File: src/rtl/sal_rw_arb.sv
// Read/write request arbiter: batches requests by direction, bounds each batch
// for fairness, inserts a programmable turnaround gap on every direction
// switch and presents one registered request per cycle to the scheduler.
module sal_rw_arb #(
    parameter int ADDR_W   = 32,
    parameter int ID_W     = 4,
    parameter int RD_BATCH = 8,
    parameter int WR_BATCH = 8,
    parameter int TURN_CYC = 2
) (
    input  logic              clk,
    input  logic              rst_n,
    input  logic              rd_req_valid,
    output logic              rd_req_ready,
    input  logic [ID_W-1:0]   rd_req_id,
    input  logic [ADDR_W-1:0] rd_req_addr,
    input  logic              wr_req_valid,
    output logic              wr_req_ready,
    input  logic [ID_W-1:0]   wr_req_id,
    input  logic [ADDR_W-1:0] wr_req_addr,
    input  logic              wr_data_avail,
    output logic              out_valid,
    input  logic              out_ready,
    output logic              out_is_wr,
    output logic [ID_W-1:0]   out_id,
    output logic [ADDR_W-1:0] out_addr,
    output logic [1:0]        mode
);
    localparam int BMAX = (RD_BATCH > WR_BATCH) ? RD_BATCH : WR_BATCH;
    localparam int BW   = $clog2(BMAX + 1);
    localparam logic [BW-1:0] RD_LIM = BW'(RD_BATCH);
    localparam logic [BW-1:0] WR_LIM = BW'(WR_BATCH);
    localparam logic [BW-1:0] ONE    = BW'(1);
    // The switch decision cycle is itself the first bubble, so the TURN
    // state only has to cover the remaining TURN_CYC-1 idle cycles.
    localparam logic [3:0] TURN_LOAD = (TURN_CYC > 1) ? 4'(TURN_CYC - 1) : 4'd0;

    typedef enum logic [1:0] {
        IDLE = 2'd0,
        RD   = 2'd1,
        WR   = 2'd2,
        TURN = 2'd3
    } state_t;

    state_t          state_reg, state_next;
    logic [BW-1:0]   batch_cnt_reg, batch_cnt_next;
    logic [3:0]      turn_cnt_reg, turn_cnt_next;
    logic            turn_wr_reg, turn_wr_next;
    logic            grant_rd, grant_wr;
    logic            rd_elig, wr_elig, slot_free;
    logic            rd_cont, wr_cont;
    logic [BW-1:0]   rd_sat_inc, wr_sat_inc;

    assign rd_elig   = rd_req_valid;
    assign wr_elig   = wr_req_valid & wr_data_avail;
    assign slot_free = !out_valid | out_ready;

    // Staying in the current direction is allowed until the batch limit, or
    // indefinitely when the other direction has nothing eligible.
    assign rd_cont    = rd_elig && ((batch_cnt_reg < RD_LIM) || !wr_elig);
    assign wr_cont    = wr_elig && ((batch_cnt_reg < WR_LIM) || !rd_elig);
    assign rd_sat_inc = (batch_cnt_reg >= RD_LIM) ? RD_LIM : batch_cnt_reg + ONE;
    assign wr_sat_inc = (batch_cnt_reg >= WR_LIM) ? WR_LIM : batch_cnt_reg + ONE;

    assign rd_req_ready = grant_rd & rst_n;
    assign wr_req_ready = grant_wr & rst_n;
    assign mode         = state_reg;

    // State, batch and turnaround registers.
    always_ff @(posedge clk) begin
        if (!rst_n) begin
            state_reg     <= IDLE;
            batch_cnt_reg <= '0;
            turn_cnt_reg  <= '0;
            turn_wr_reg   <= 1'b0;
        end else begin
            state_reg     <= state_next;
            batch_cnt_reg <= batch_cnt_next;
            turn_cnt_reg  <= turn_cnt_next;
            turn_wr_reg   <= turn_wr_next;
        end
    end

    // Next-state and grant decision.
    always_comb begin
        state_next     = state_reg;
        batch_cnt_next = batch_cnt_reg;
        turn_cnt_next  = turn_cnt_reg;
        turn_wr_next   = turn_wr_reg;
        grant_rd       = 1'b0;
        grant_wr       = 1'b0;
        case (state_reg)
            IDLE: begin
                if (slot_free) begin
                    if (rd_elig) begin
                        grant_rd       = 1'b1;
                        state_next     = RD;
                        batch_cnt_next = ONE;
                    end else if (wr_elig) begin
                        grant_wr       = 1'b1;
                        state_next     = WR;
                        batch_cnt_next = ONE;
                    end
                end
            end
            RD: begin
                if (rd_cont) begin
                    if (slot_free) begin
                        grant_rd       = 1'b1;
                        batch_cnt_next = rd_sat_inc;
                    end
                end else if (wr_elig) begin
                    if (TURN_CYC == 0) begin
                        if (slot_free) begin
                            grant_wr       = 1'b1;
                            state_next     = WR;
                            batch_cnt_next = ONE;
                        end
                    end else if (TURN_CYC == 1) begin
                        state_next     = WR;
                        batch_cnt_next = '0;
                    end else begin
                        state_next     = TURN;
                        turn_cnt_next  = TURN_LOAD;
                        turn_wr_next   = 1'b1;
                        batch_cnt_next = '0;
                    end
                end
            end
            WR: begin
                if (wr_cont) begin
                    if (slot_free) begin
                        grant_wr       = 1'b1;
                        batch_cnt_next = wr_sat_inc;
                    end
                end else if (rd_elig) begin
                    if (TURN_CYC == 0) begin
                        if (slot_free) begin
                            grant_rd       = 1'b1;
                            state_next     = RD;
                            batch_cnt_next = ONE;
                        end
                    end else if (TURN_CYC == 1) begin
                        state_next     = RD;
                        batch_cnt_next = '0;
                    end else begin
                        state_next     = TURN;
                        turn_cnt_next  = TURN_LOAD;
                        turn_wr_next   = 1'b0;
                        batch_cnt_next = '0;
                    end
                end
            end
            TURN: begin
                // Counts down regardless of backpressure; always lands in the
                // latched target even if that requester has gone away.
                if (turn_cnt_reg <= 4'd1) begin
                    state_next    = turn_wr_reg ? WR : RD;
                    turn_cnt_next = 4'd0;
                end else begin
                    turn_cnt_next = turn_cnt_reg - 4'd1;
                end
            end
            default: state_next = IDLE;
        endcase
    end

    // Output register: load on grant, hold while stalled, clear when drained.
    always_ff @(posedge clk) begin
        if (!rst_n) begin
            out_valid <= 1'b0;
            out_is_wr <= 1'b0;
            out_id    <= '0;
            out_addr  <= '0;
        end else if (grant_rd || grant_wr) begin
            out_valid <= 1'b1;
            out_is_wr <= grant_wr;
            out_id    <= grant_wr ? wr_req_id : rd_req_id;
            out_addr  <= grant_wr ? wr_req_addr : rd_req_addr;
        end else if (out_ready) begin
            out_valid <= 1'b0;
        end
    end
endmodule

File: config.mk
export PLATFORM = sky130hd
export DESIGN_NAME = sal_rw_arb
export DESIGN_NICKNAME = d
export VERILOG_FILES = /design/src/rtl/sal_rw_arb.sv
export SDC_FILE = /design/constraint.sdc
export NUM_CORES = 1
export LEC_CHECK = 0
export BUFFER_PORTS_ARGS = -buffer_cell sky130_fd_sc_hd__buf_2
export CORE_ASPECT_RATIO = 1.4
export CORE_MARGIN = 4
export CORE_UTILIZATION = 48
export CTS_CLUSTER_SIZE = 28
export DETAILED_ROUTE_END_ITERATION = 10
export PLACE_DENSITY = 0.81
export SKIP_LAST_GASP = 1
export SYNTH_ARGS = -nofsm -noshare
export SYNTH_HDL_FRONTEND = slang
export SYNTH_SLANG_ARGS = --single-unit
File: constraint.sdc
create_clock -name clk -period 2.8 [get_ports clk]
set_input_delay 0.14 -clock clk [delete_from_list [all_inputs] [get_ports clk]]
set_output_delay 0.14 -clock clk [all_outputs]
set_load 0.02 [all_outputs]
# [Word level (Yosys, flattened, before mapping)]
# Index checks and enable logic that the tools add are counted.
[word_totals] register_bits=49 output_inout_bits=42 latch_bits=0 inputBits=78 n_memories=0 romBits=0 ramBits=0
[op_classes] n_mux=44 n_eq_ne=12 reduce_logical=17 bitwise_logic=4 n_lt_le_gt_ge=3 n_mul=0 div_mod_pow=0 add_sub_neg=2 shift=0
[ops] cell="$mux 4" count=14
[ops] cell="$mux 32" count=1
[ops] cell="$pmux 4 s3" count=2
[ops] cell="$mux 2" count=9
[ops] cell="$reduce_and 5->1" count=3
[ops] cell="$mux 1" count=14
[ops] cell="$ne 2x2->1 const B" count=6
[ops] cell="$ne 3x3->1 const B" count=3
[ops] cell="$pmux 2 s4" count=1
[ops] cell="$reduce_and 7->1" count=1
[ops] cell="$pmux 1 s2" count=3
[ops] cell="$reduce_bool 3->1" count=2
[ops] cell="$add 4x1->4 const B" count=1
[ops] cell="$eq 2x2->1 const B" count=2
[ops] cell="$ge 4x4->1 const B" count=1
[ops] cell="$le 4x1->1 const B" count=1
[ops] cell="$lt 4x4->1 const B" count=1
[ops] cell="$reduce_bool 2->1" count=2
[ops] cell="$sub 4x1->4 const B" count=1
[ops] cell="$and 1x1->1" count=3
[ops] cell="$logic_not 1->1" count=3
[ops] cell="$logic_or 1x1->1" count=3
[ops] cell="$eq 2x1->1 const B" count=1
[ops] cell="$logic_and 1x1->1" count=2
[ops] cell="2 further kinds" count=2

# [Longest topological paths before layout]
# Gate-level depths: netlist (run 1).
[depth] word_depth=8 mapped_depth=8 mapped_depth_nobuf=7

# [Worst setup path after synthesis (run 1)]
# OpenSTA, ideal clock, no wires.
[synth_path] kind="register to register" from="register state_reg[1], in the netlist mode[1]" to="register turn_cnt_reg[2]" path_stages_with_launch=8 path_buffers=0 setup_time_ns=0.070 arrival_time_ns=2.109 slack_ns=0.620 path_cell_list="dfxtp_1 > inv_1 > ha_1 > a32o_2 > a221oi_4 > o21ai_2 > or4_1 > a21oi_1"
[synth_via] elab_chain_len=3
[synth_rtl] element="from (decl)" line="45" source="state_t state_reg, state_next;"
[synth_rtl] element="from (signal assigned)" line="77" source="state_reg <= state_next;"
[synth_rtl] element="$eq 2x2->1 / $eq 2x1->1 (equally long branches)" line="92" source="case (state_reg)"
[synth_rtl] element="$ne 2x2->1 (no source line) / $reduce_bool 3->1 (equally long branches)"
[synth_rtl] element="$reduce_and 5->1 (no source line)"
[synth_rtl] element="to (signal assigned)" line="79" source="turn_cnt_reg <= turn_cnt_next;"
[synth_rtl] element="to (decl)" line="47" source="logic [3:0] turn_cnt_reg, turn_cnt_next;"
# Parallel ways exist; a longest one is shown, timed or not.
# A chain may end at the register's enable or synchronous reset.

# [Worst setup path in the final report (run 1)]
[layout_path] from="register state_reg[0], in the netlist mode[0]" to="output port wr_req_ready"
[layout_via] elab_chain_len=3
[layout_rtl] element="$eq 2x2->1 / $logic_not 2->1 (equally long branches)" line="92"
[layout_rtl] element="$pmux 1 s2 *" line="92"
[layout_rtl] element="$and 1x1->1 *" line="66" source="assign wr_req_ready = grant_wr & rst_n;"
[layout_rtl] element="to (decl)" line="18" source="output logic wr_req_ready,"
# Mark *: on every way between the ends. The rest lies on a longest branch, timed or not.

==> results_dict.tcl, run 1 <==
set metrics [dict create \
    yosysWarnings 0 \
    cts_tree "done" \
    synth-edff-count 0 \
    std_cell_rows 32 \
    swShare_pct 44.75 \
    start_util_pct 49.93 \
    p_seq_share_pct 31.6 \
    hold_start "wr_req_id[1]" \
    cap_viol_max_count 0 \
    top_register "out_addr" \
    drc 0 \
    p_sw_uw 1553 \
    ys_top_cells_by_area "dfxtp_1 (35%), o221ai_2 (16%), o22ai_1 (7.9%)" \
    clkTransAtPathRegs_ps 90 \
    fmax_mhz 391.0 \
    yosys.area.top_type "dfxtp_1" \
    detail_route.wl_per_cell_um 16.01 \
    p_clk_share_pct 14.8 \
    slew_headroom_pct 20.34 \
    power_density_nw_per_um2 993.4 \
    fin_nets 478 \
    yosys_most_used_dff "dfxtp_1" \
    largest_reg_flops 32 \
    tns_ps 0 \
    p_int_uw 1918 \
    r2r-end "out_addr[2]$_SDFFE_PN0P_" \
    critPathKind "register to output port" \
    critPathMaxStageDelay_ps 400 \
    hold_viol 0 \
    drt-pass1-iter-count 4 \
    ir_worst_vdd_mv 0.7459 \
    min_path_type "input pin to register" \
    layout-drive-gt1-share_pct 49.87 \
    avgSynthCellArea_sq_um 9.854 \
    place_ws_ps 355.0 \
    antenna_found_initial 0 \
    crit_slowest_cell "dfxtp_1" \
    design_area_sq_um 3495 \
    grt_pass1_vias 2771 \
    vias 2704 \
    setup_violations 0 \
    placed_cell_area_sq_um 3382 \
    synth.net_count 368 \
    ys_async_sr_fraction_pct 0 \
    p_leak_uw 0.001444 \
    wirelength_um 7382 \
    hold_end "out_id[1]$_SDFFE_PN0P_" \
    clkSinkCount 49 \
    rsz0062_at_grt "no" \
    worst_slack_ps 242.6 \
    post-cts-setup-buffers 0 \
    period_needed_ps 2557 \
    drt_iter0_markers 86 \
    yosysTopAreaCellShare_pct 35.30 \
    hold_path_depth 3 \
    grtUsageTotal_pct 20.62 \
    io_buffers 119 \
    hpwlAfterDp_um 5436 \
    clock-root-buffer "clkbuf_8" \
    cp_cell_sequence "inv_1 -> ha_1 -> o21ba_2 -> o21ai_2 -> buf_4 -> nand2b_1 -> nor2_1 -> buf_2" \
    finClkSkew_ps 11.69 \
    tightestPinTransition_ps 1192 \
    ys_types 39 \
    syn_to_final_growth_pct 25.75 \
    gr-total-overflow 0 \
    cts_buffers 5 \
    clk_path_buf_depth 2 \
    vias_per_cell 5.866 \
    status "finished clean" \
    ys_seq_elements 49 \
    cts_hold_buffers 0 \
    io_pins 120 \
    core-area_sq_um 5565 \
    insertion_delay_ps 300 \
    ctsResizeCount 0 \
    critPathLaunchType "register" \
    fp.dieW_um 72.31 \
    synth_area_sq_um 2779 \
    grt_pass1_wl_um 12170 \
    seq_area_frac_synth_pct 35.30 \
    rrSetupSlack_ps 370 \
    combPwrFrac_pct 53.6 \
    cp-end-kind "output port" \
    worstPathRequired_ps 2660 \
    grt_max_degree 37 \
    h-tree-depth 2 \
    synth_cells 282 \
    gp_congestion 0.9190 \
    cp_max_fo 36 \
    die_h_um 98.03 \
    crit_arrival_ps 2420 \
    maxSlewViolCount 0 \
    fin_crit_sh_pct 91.34 \
    ant_nets 0 \
    rr_worst_depth 7 \
    diodes 0 \
    timing.rr.start "mode[1]$_SDFFE_PN0P_" \
    dieArea_sq_um 7088 \
]
## power groups by stage
stage / logic (uW) / registers (uW) / clock network, uW
2_1_floorplan: 1160 / 1370 / 0
5_1_grt: 2020 / 1130 / 556
3_5_place_dp: 1870 / 1120 / 0
6_report: 1860 / 1100 / 512
4_1_cts: 1870 / 1100 / 526
3_3_place_gp: 1830 / 1100 / 0
## cell families (layout without fill, tap and decap cells)
family / count (synthesis) / after routing / synth area share (%)
AO/OA/AOI/OAI: 142 / 142 / 45.02
adder cells (fa/ha/maj): 8 / 8 / 3.602
buffers and inverters: 33 / 144 / 6.438
flip-flops: 49 / 49 / 35.30
multiplexers: 4 / 4 / 1.441
AND/OR/NAND/NOR: 46 / 46 / 8.195
## how the worst max path moves through the flow
stage                              start                      endpoint  slack, ps  cells after the start
global placement    mode[0]$_SDFFE_PN0P_      out_addr[3]$_SDFFE_PN0P_        480                      7
CTS                 mode[0]$_SDFFE_PN0P_                  wr_req_ready        210                      8
global route        mode[1]$_SDFFE_PN0P_                  wr_req_ready         30                      8
finish              mode[0]$_SDFFE_PN0P_                  wr_req_ready        240                      8
detailed placement  mode[0]$_SDFFE_PN0P_      out_addr[2]$_SDFFE_PN0P_        350                      7
floorplan           mode[1]$_SDFFE_PN0P_  turn_cnt_reg[2]$_SDFFE_PN0P_        620                      7
## Yosys cell counts, types with 5 or more instances
| master | number |
|---|---|
| dfxtp_1 | 49 |
| o22ai_1 | 35 |
| o221ai_2 | 30 |
| a21oi_1 | 27 |
| a21oi_2 | 22 |
| nand2_1 | 14 |
| clkbuf_1 | 12 |
| inv_1 | 11 |
| nor2_1 | 9 |
| ha_1 | 8 |
| o21ai_0 | 7 |
| nand3_1 | 5 |
## cells in the final DEF, fill, tap and decap left out, types with 2 or more instances in the layout
| cell | Yosys | layout |
|---|---|---|
| or3_1 | 3 | 3 |
| mux2i_1 | 4 | 4 |
| o21ai_2 | 3 | 3 |
| o31ai_1 | 2 | 2 |
| a21oi_2 | 22 | 22 |
| ha_1 | 8 | 8 |
| dfxtp_1 | 49 | 49 |
| o21ai_0 | 7 | 7 |
| and2_1 | 2 | 2 |
| a31oi_1 | 4 | 4 |
| nor2_1 | 9 | 9 |
| inv_1 | 11 | 11 |
| o221ai_1 | 4 | 4 |
| nand2b_1 | 3 | 2 |
| o221ai_2 | 30 | 30 |
| nand3b_1 | 2 | 2 |
| nor2b_1 | 3 | 3 |
| nand2_1 | 14 | 14 |
| a21oi_1 | 27 | 27 |
| o22ai_1 | 35 | 35 |
| buf_2 | 4 | 119 |
| clkbuf_8 | 0 | 5 |
| nand3_1 | 5 | 5 |
| buf_4 | 3 | 5 |
## area by class of cell
| class | instances | area (sq um) |
|---|---|---|
| fill | 468 | 2071 |
| multi-input combinational | 200 | 1622 |
| sequential | 49 | 980.9 |
| timing repair buffer | 125 | 653.1 |
| tap | 68 | 85.08 |
| clock buffer | 5 | 68.82 |
| clock inverter | 3 | 43.79 |
| inverter | 11 | 41.29 |
## stage by stage
stage / hold WS [ps] / utilization [%] / std cells / power [uW]
6_report: 120.3 / 62.79 / 461 / 3471
5_1_grt: 133.6 / 62.79 / 461 / 3706
4_1_cts: 116.8 / 62.79 / 461 / 3499
3_5_place_dp: 435.8 / 60.77 / 453 / 2985
3_3_place_gp: 431.9 / 60.77 / 453 / 2937
2_1_floorplan: 330.7 / - / 282 / 2525
## metal layers
layer	wire length [um]	GRT usage, %	vias to the layer above
met1	2925	24.25	1252
met5	0	0	-
li1	-	-	1328
met3	485	4.119	21
met2	3755	35.86	103
met4	215	8.104	0
## worst max-delay path, delay by kind of cell (launching register included)
kind	cells	cell delay [ps]
DFF	1	400
buffers and inverters	3	660
and+or+nand+nor	2	340
adders and majority gates	1	290
AOI/OAI and AO/OA	2	420
(Power assumes the default switching activity.)
==> run 2, diff against run 1 <==
- BUFFER_PORTS_ARGS: -buffer_cell sky130_fd_sc_hd__buf_2 -> unset
- CORE_MARGIN: 4 -> unset
- CORE_UTILIZATION: 48 -> 61
- DONT_BUFFER_PORTS: unset -> 1
- PLACE_DENSITY: 0.81 -> 0.77
==> results_dict.tcl, run 2 (same netlist as run 1, synthesis figures left out) <==
set metrics [dict create \
    status "finished clean" \
    cp_cell_sequence "buf_4 -> ha_1 -> nor2b_1 -> o21ai_2 -> buf_4 -> nand2b_1 -> nor2_1" \
    design_area_sq_um 2928 \
    fin_util_pct 67.94 \
    critPathKind "register to output port" \
    finClkSkew_ps 5.884 \
    cp-end-kind "output port" \
    ant_nets 0 \
    fp.dieW_um 59.05 \
    clkTransAtPathRegs_ps 90 \
    clkSinkCount 49 \
    p_seq_share_pct 42.5 \
    detail_route.wl_per_cell_um 18.77 \
    cp.buffers_inverters 2 \
    fin_crit_sh_pct 88.35 \
    maxSlewViolCount 0 \
    grt_pass1_wl_um 9425 \
    antenna_found_initial 0 \
    cap_viol_max_count 0 \
    clock-root-buffer "clkbuf_8" \
    grt_pass1_vias 2159 \
    clk_path_buf_depth 2 \
    multiInputGateArea_sq_um 1622 \
    n_fill_cell 363 \
    vias_per_cell 6.896 \
    stdcell_count 336 \
    wirelength_um 6307 \
    hpwlAfterDp_um 4486 \
    critPathLaunchType "register" \
    combPwrFrac_pct 42.4 \
    cp_common_cell "buf_4" \
    std_cell_rows 28 \
    dpl.cell_count 328 \
    p_clk_share_pct 15.1 \
    mostFrequentLayoutCells "dfxtp_1 (49), o22ai_1 (35), o221ai_2 (30)" \
    largest_reg_flops 32 \
    start_util_pct 64.49 \
    gr-total-overflow 0 \
    dieArea_sq_um 4833 \
    post-cts-setup-buffers 0 \
    slew_headroom_pct 48.20 \
    swShare_pct 45.23 \
    layout_commonest_cell "dfxtp_1" \
    die_h_um 81.86 \
    cts_buffers 5 \
    tightestPinTransition_ps 774.9 \
    core-area_sq_um 4309 \
    crit_slowest_cell "nor2_1" \
    setup_violations 0 \
    worstPathRequired_ps 2660 \
    cts_tree "done" \
    drc 0 \
    power_density_nw_per_um2 1105 \
    gp_congestion 0.8621 \
    min_path_type "input pin to register" \
    io_pins 120 \
    seqCellArea_sq_um 980.9 \
    hold_viol 0 \
    h-tree-depth 2 \
    period_needed_ps 2474 \
    diodes 0 \
    fmax_mhz 404.2 \
    grt_max_degree 37 \
    drt_iter0_markers 179 \
    crit_arrival_ps 2330 \
    grtUsageTotal_pct 25.28 \
    p_sw_uw 1464 \
    layout-drive-gt1-share_pct 28.62 \
    tns_ps 0 \
    hold_slack_ps 22.32 \
    placed_cell_area_sq_um 2804 \
    p_int_uw 1772 \
    io_buffers 0 \
    cp_max_fo 36 \
    cpLargestDelayFamily "simple AND/OR/NAND/NOR gates" \
    critPathMaxStageDelay_ps 360 \
    top_register "out_addr" \
    fin_nets 362 \
    rsz0062_at_grt "no" \
    ir_worst_vdd_mv 0.5501 \
    p_leak_uw 0.0009517 \
    vias 2317 \
    drt-pass1-iter-count 4 \
    insertion_delay_ps 300 \
    syn_to_final_growth_pct 5.358 \
]
## run 2: changes by cell type in the layout (fill, tap and decap cells not counted), sizes merged
cell	before	now
buf	125	9
inv	12	11
## run 2: routing by layer
| metal | vias to the layer above | wire length, um | GRT usage, % |
|---|---|---|---|
| li1 | 1105 | - | - |
| met1 | 1093 | 2489 | 27.26 |
| met2 | 105 | 3291 | 46.93 |
| met3 | 14 | 426 | 7.087 |
| met4 | 0 | 99 | 7.619 |
| met5 | - | 0 | 0 |
## run 2: worst paths after layout
kind                                              startpoint                           end  slack, ps  cells after the start
worst max register to register          mode[1]$_SDFFE_PN0P_     out_addr[12]$_SDFFE_PN0P_        450                      8
worst max-delay path                    mode[1]$_SDFFE_PN0P_                  wr_req_ready        330                      7
worst min register to register  turn_cnt_reg[1]$_SDFFE_PN0P_  turn_cnt_reg[1]$_SDFFE_PN0P_        470                      2
worst min-delay path                         rd_req_addr[21]     out_addr[21]$_SDFFE_PN0P_         20                      2
## run 2: timing repair
item                                   CTS  global route
endpoints found under the hold margin   36             0
resized for setup                        0             0
hold buffers                             1             0
## run 2: area by class of cell
| cell class | instances | area share [%] |
|---|---|---|
| sequential | 49 | 33.50 |
| clock buffer | 5 | 2.350 |
| inverter | 11 | 1.410 |
| clock inverter | 2 | 1.197 |
| tap | 60 | 2.564 |
| timing repair buffer | 9 | 3.590 |
| multi-input combinational | 200 | 55.38 |
## run 2: power groups by stage
stage	clock [uW]	sequential, uW	combinational (uW)
after floorplan	0	1370	1160
final	487	1380	1370
after CTS	499	1380	1380
after global routing	527	1410	1500
after detailed placement	0	1400	1360
after global placement	0	1390	1320
## run 2: metrics by stage
step                total power (uW)  setup WS, ps
finish                          3236         326.1
global route                    3434         170.9
CTS                             3258         314.3
detailed placement              2761         440.5
global placement                2712         536.3
floorplan                       2525         620.5
==> run 3, diff against run 2 <==
- CORE_UTILIZATION: 61 -> 57
- PLACE_DENSITY: 0.77 -> 0.75
- clock period: 2.8 -> 2.2 ns (I/O delays scaled with it)
==> results_dict.tcl, run 3 (same netlist as run 1, synthesis figures left out) <==
set metrics [dict create \
    status "finished clean" \
    r2r-end "turn_cnt_reg[2]$_SDFFE_PN0P_" \
    fin_crit_sh_pct 93.63 \
    seqCellArea_sq_um 980.9 \
    rr_worst_depth 7 \
    grt_pass1_wl_um 10800 \
    diodes 0 \
    setup_violations 0 \
    critPathKind "register to register" \
    maxSlewViolCount 0 \
    fmax_mhz 485.5 \
    wirelength_um 6992 \
    start_util_pct 60.30 \
    grtUsageTotal_pct 27.36 \
    detail_route.wl_per_cell_um 19.00 \
    drt_iter0_markers 152 \
    cp.buffers_inverters 1 \
    antenna_found_initial 0 \
    stdcell_count 368 \
    hold_viol 0 \
    tns_ps 0 \
    min_path_type "input pin to register" \
    finClkSkew_ps 9.669 \
    gp_congestion 0.8220 \
    crit_arrival_ps 2280 \
    hpwlAfterDp_um 4735 \
    clk_path_buf_depth 2 \
    insertion_delay_ps 290 \
    mostFrequentLayoutCells "dfxtp_1 (49), o22ai_1 (35), o221ai_2 (30)" \
    drt-pass1-iter-count 4 \
    gr-total-overflow 0 \
    cp_cell_sequence "inv_1 -> ha_1 -> a32o_2 -> a221oi_4 -> o21ai_2 -> or4_1 -> a21oi_1" \
    tightestPinTransition_ps 650.7 \
    grt_max_degree 37 \
    drc 0 \
    layout_commonest_cell "dfxtp_1" \
    fin_nets 391 \
    io_buffers 0 \
    hold_start "rd_req_addr[10]" \
    cts_tree "done" \
    ant_nets 0 \
    rsz0062_at_grt "no" \
    h-tree-depth 2 \
    die_h_um 84.62 \
    n_fill_cell 383 \
    period_needed_ps 2060 \
    rrSetupSlack_ps 140 \
    hold_end "out_addr[10]$_SDFFE_PN0P_" \
    vias_per_cell 6.674 \
    top_register "out_addr" \
    critPathLaunchType "register" \
    slew_headroom_pct 56.25 \
    power_density_nw_per_um2 1318 \
    io_pins 120 \
    hold_path_depth 2 \
    largest_reg_flops 32 \
    layout-drive-gt1-share_pct 30.07 \
    core-area_sq_um 4608 \
    cp-end-kind "register" \
    cap_viol_max_count 0 \
    cpLargestDelayFamily "compound AO/OA/AOI/OAI gates" \
    worstPathRequired_ps 2420 \
    crit_slowest_cell "or4_1" \
    cp_max_fo 7 \
    clock-root-buffer "clkbuf_8" \
    dpl.cell_count 339 \
    cts_buffers 5 \
    critPathMaxStageDelay_ps 410 \
    grt_pass1_vias 2413 \
    p_leak_uw 0.001075 \
    multiInputGateArea_sq_um 1629 \
    std_cell_rows 29 \
    dieArea_sq_um 5162 \
    vias 2456 \
    ir_worst_vdd_mv 0.8431 \
    clkSinkCount 49 \
    fp.dieW_um 61.01 \
    clkTransAtPathRegs_ps 90 \
    post-cts-setup-buffers 0 \
    syn_to_final_growth_pct 15.08 \
    timing.rr.start "mode[0]$_SDFFE_PN0P_" \
]
-- run 3: how the worst max path moves through the flow --
stage | start | end | slack [ps] | cells after the start
finish | mode[0]$_SDFFE_PN0P_ | turn_cnt_reg[2]$_SDFFE_PN0P_ | 140 | 7
global route | mode[0]$_SDFFE_PN0P_ | turn_cnt_reg[2]$_SDFFE_PN0P_ | 30 | 7
CTS | mode[1]$_SDFFE_PN0P_ | rd_req_ready | 100 | 6
detailed placement | mode[0]$_SDFFE_PN0P_ | turn_cnt_reg[2]$_SDFFE_PN0P_ | 170 | 7
global placement | mode[0]$_SDFFE_PN0P_ | turn_cnt_reg[2]$_SDFFE_PN0P_ | 230 | 7
floorplan | mode[1]$_SDFFE_PN0P_ | turn_cnt_reg[2]$_SDFFE_PN0P_ | 20 | 7
-- run 3: metrics by stage --
stage,total power [uW],hold slack [ps],utilization (%),area (sq um),worst slack [ps]
3_5_place_dp,3628,242.0,62.37,2874,172.1
5_1_grt,4507,4.085,69.40,3198,29.65
6_report,4216,11.11,69.40,3198,140.2
3_3_place_gp,3566,235.9,62.37,2874,233.1
4_1_cts,4235,0.1144,68.80,3171,98.69
2_1_floorplan,3214,300.7,-,2779,20.45
-- run 3: metal layers --
metal  up-vias  GRT usage (%)  share of wire [%]
met5         -              0                  0
met4         0          9.917                1.9
met3        13          6.780                7.3
met2       120          47.45                 51
met1      1165          31.38                 39
li1       1158              -                  -
-- run 3: cell type report --
class	count	area share (%)
repair buffers	38	11.66
inverters	11	1.291
clock buffers	6	2.582
flip-flops and latches	49	30.67
well taps	62	2.426
multi-input cells	200	50.94
clock inverters	2	0.4304
-- run 3: worst register-to-register path, cell delays in order, from the launching register on --
cell,delay (ps)
dfxtp_1,380
inv_1,80
ha_1,270
a32o_2,310
a221oi_4,270
o21ai_2,130
or4_1,410
a21oi_1,130
-- run 3: power breakdown --
| group | internal [uW] | switching, uW | total, uW |
|---|---|---|---|
| clock | 255 | 293 | 549 |
| combinational | 847 | 1070 | 1920 |
| sequential | 1190 | 563 | 1750 |
-- run 3: what timing repair did --
action,CTS,global route
hold buffers,19,2
hold endpoints to repair,36,2
gates resized for setup,0,3
setup endpoints to repair,0,3
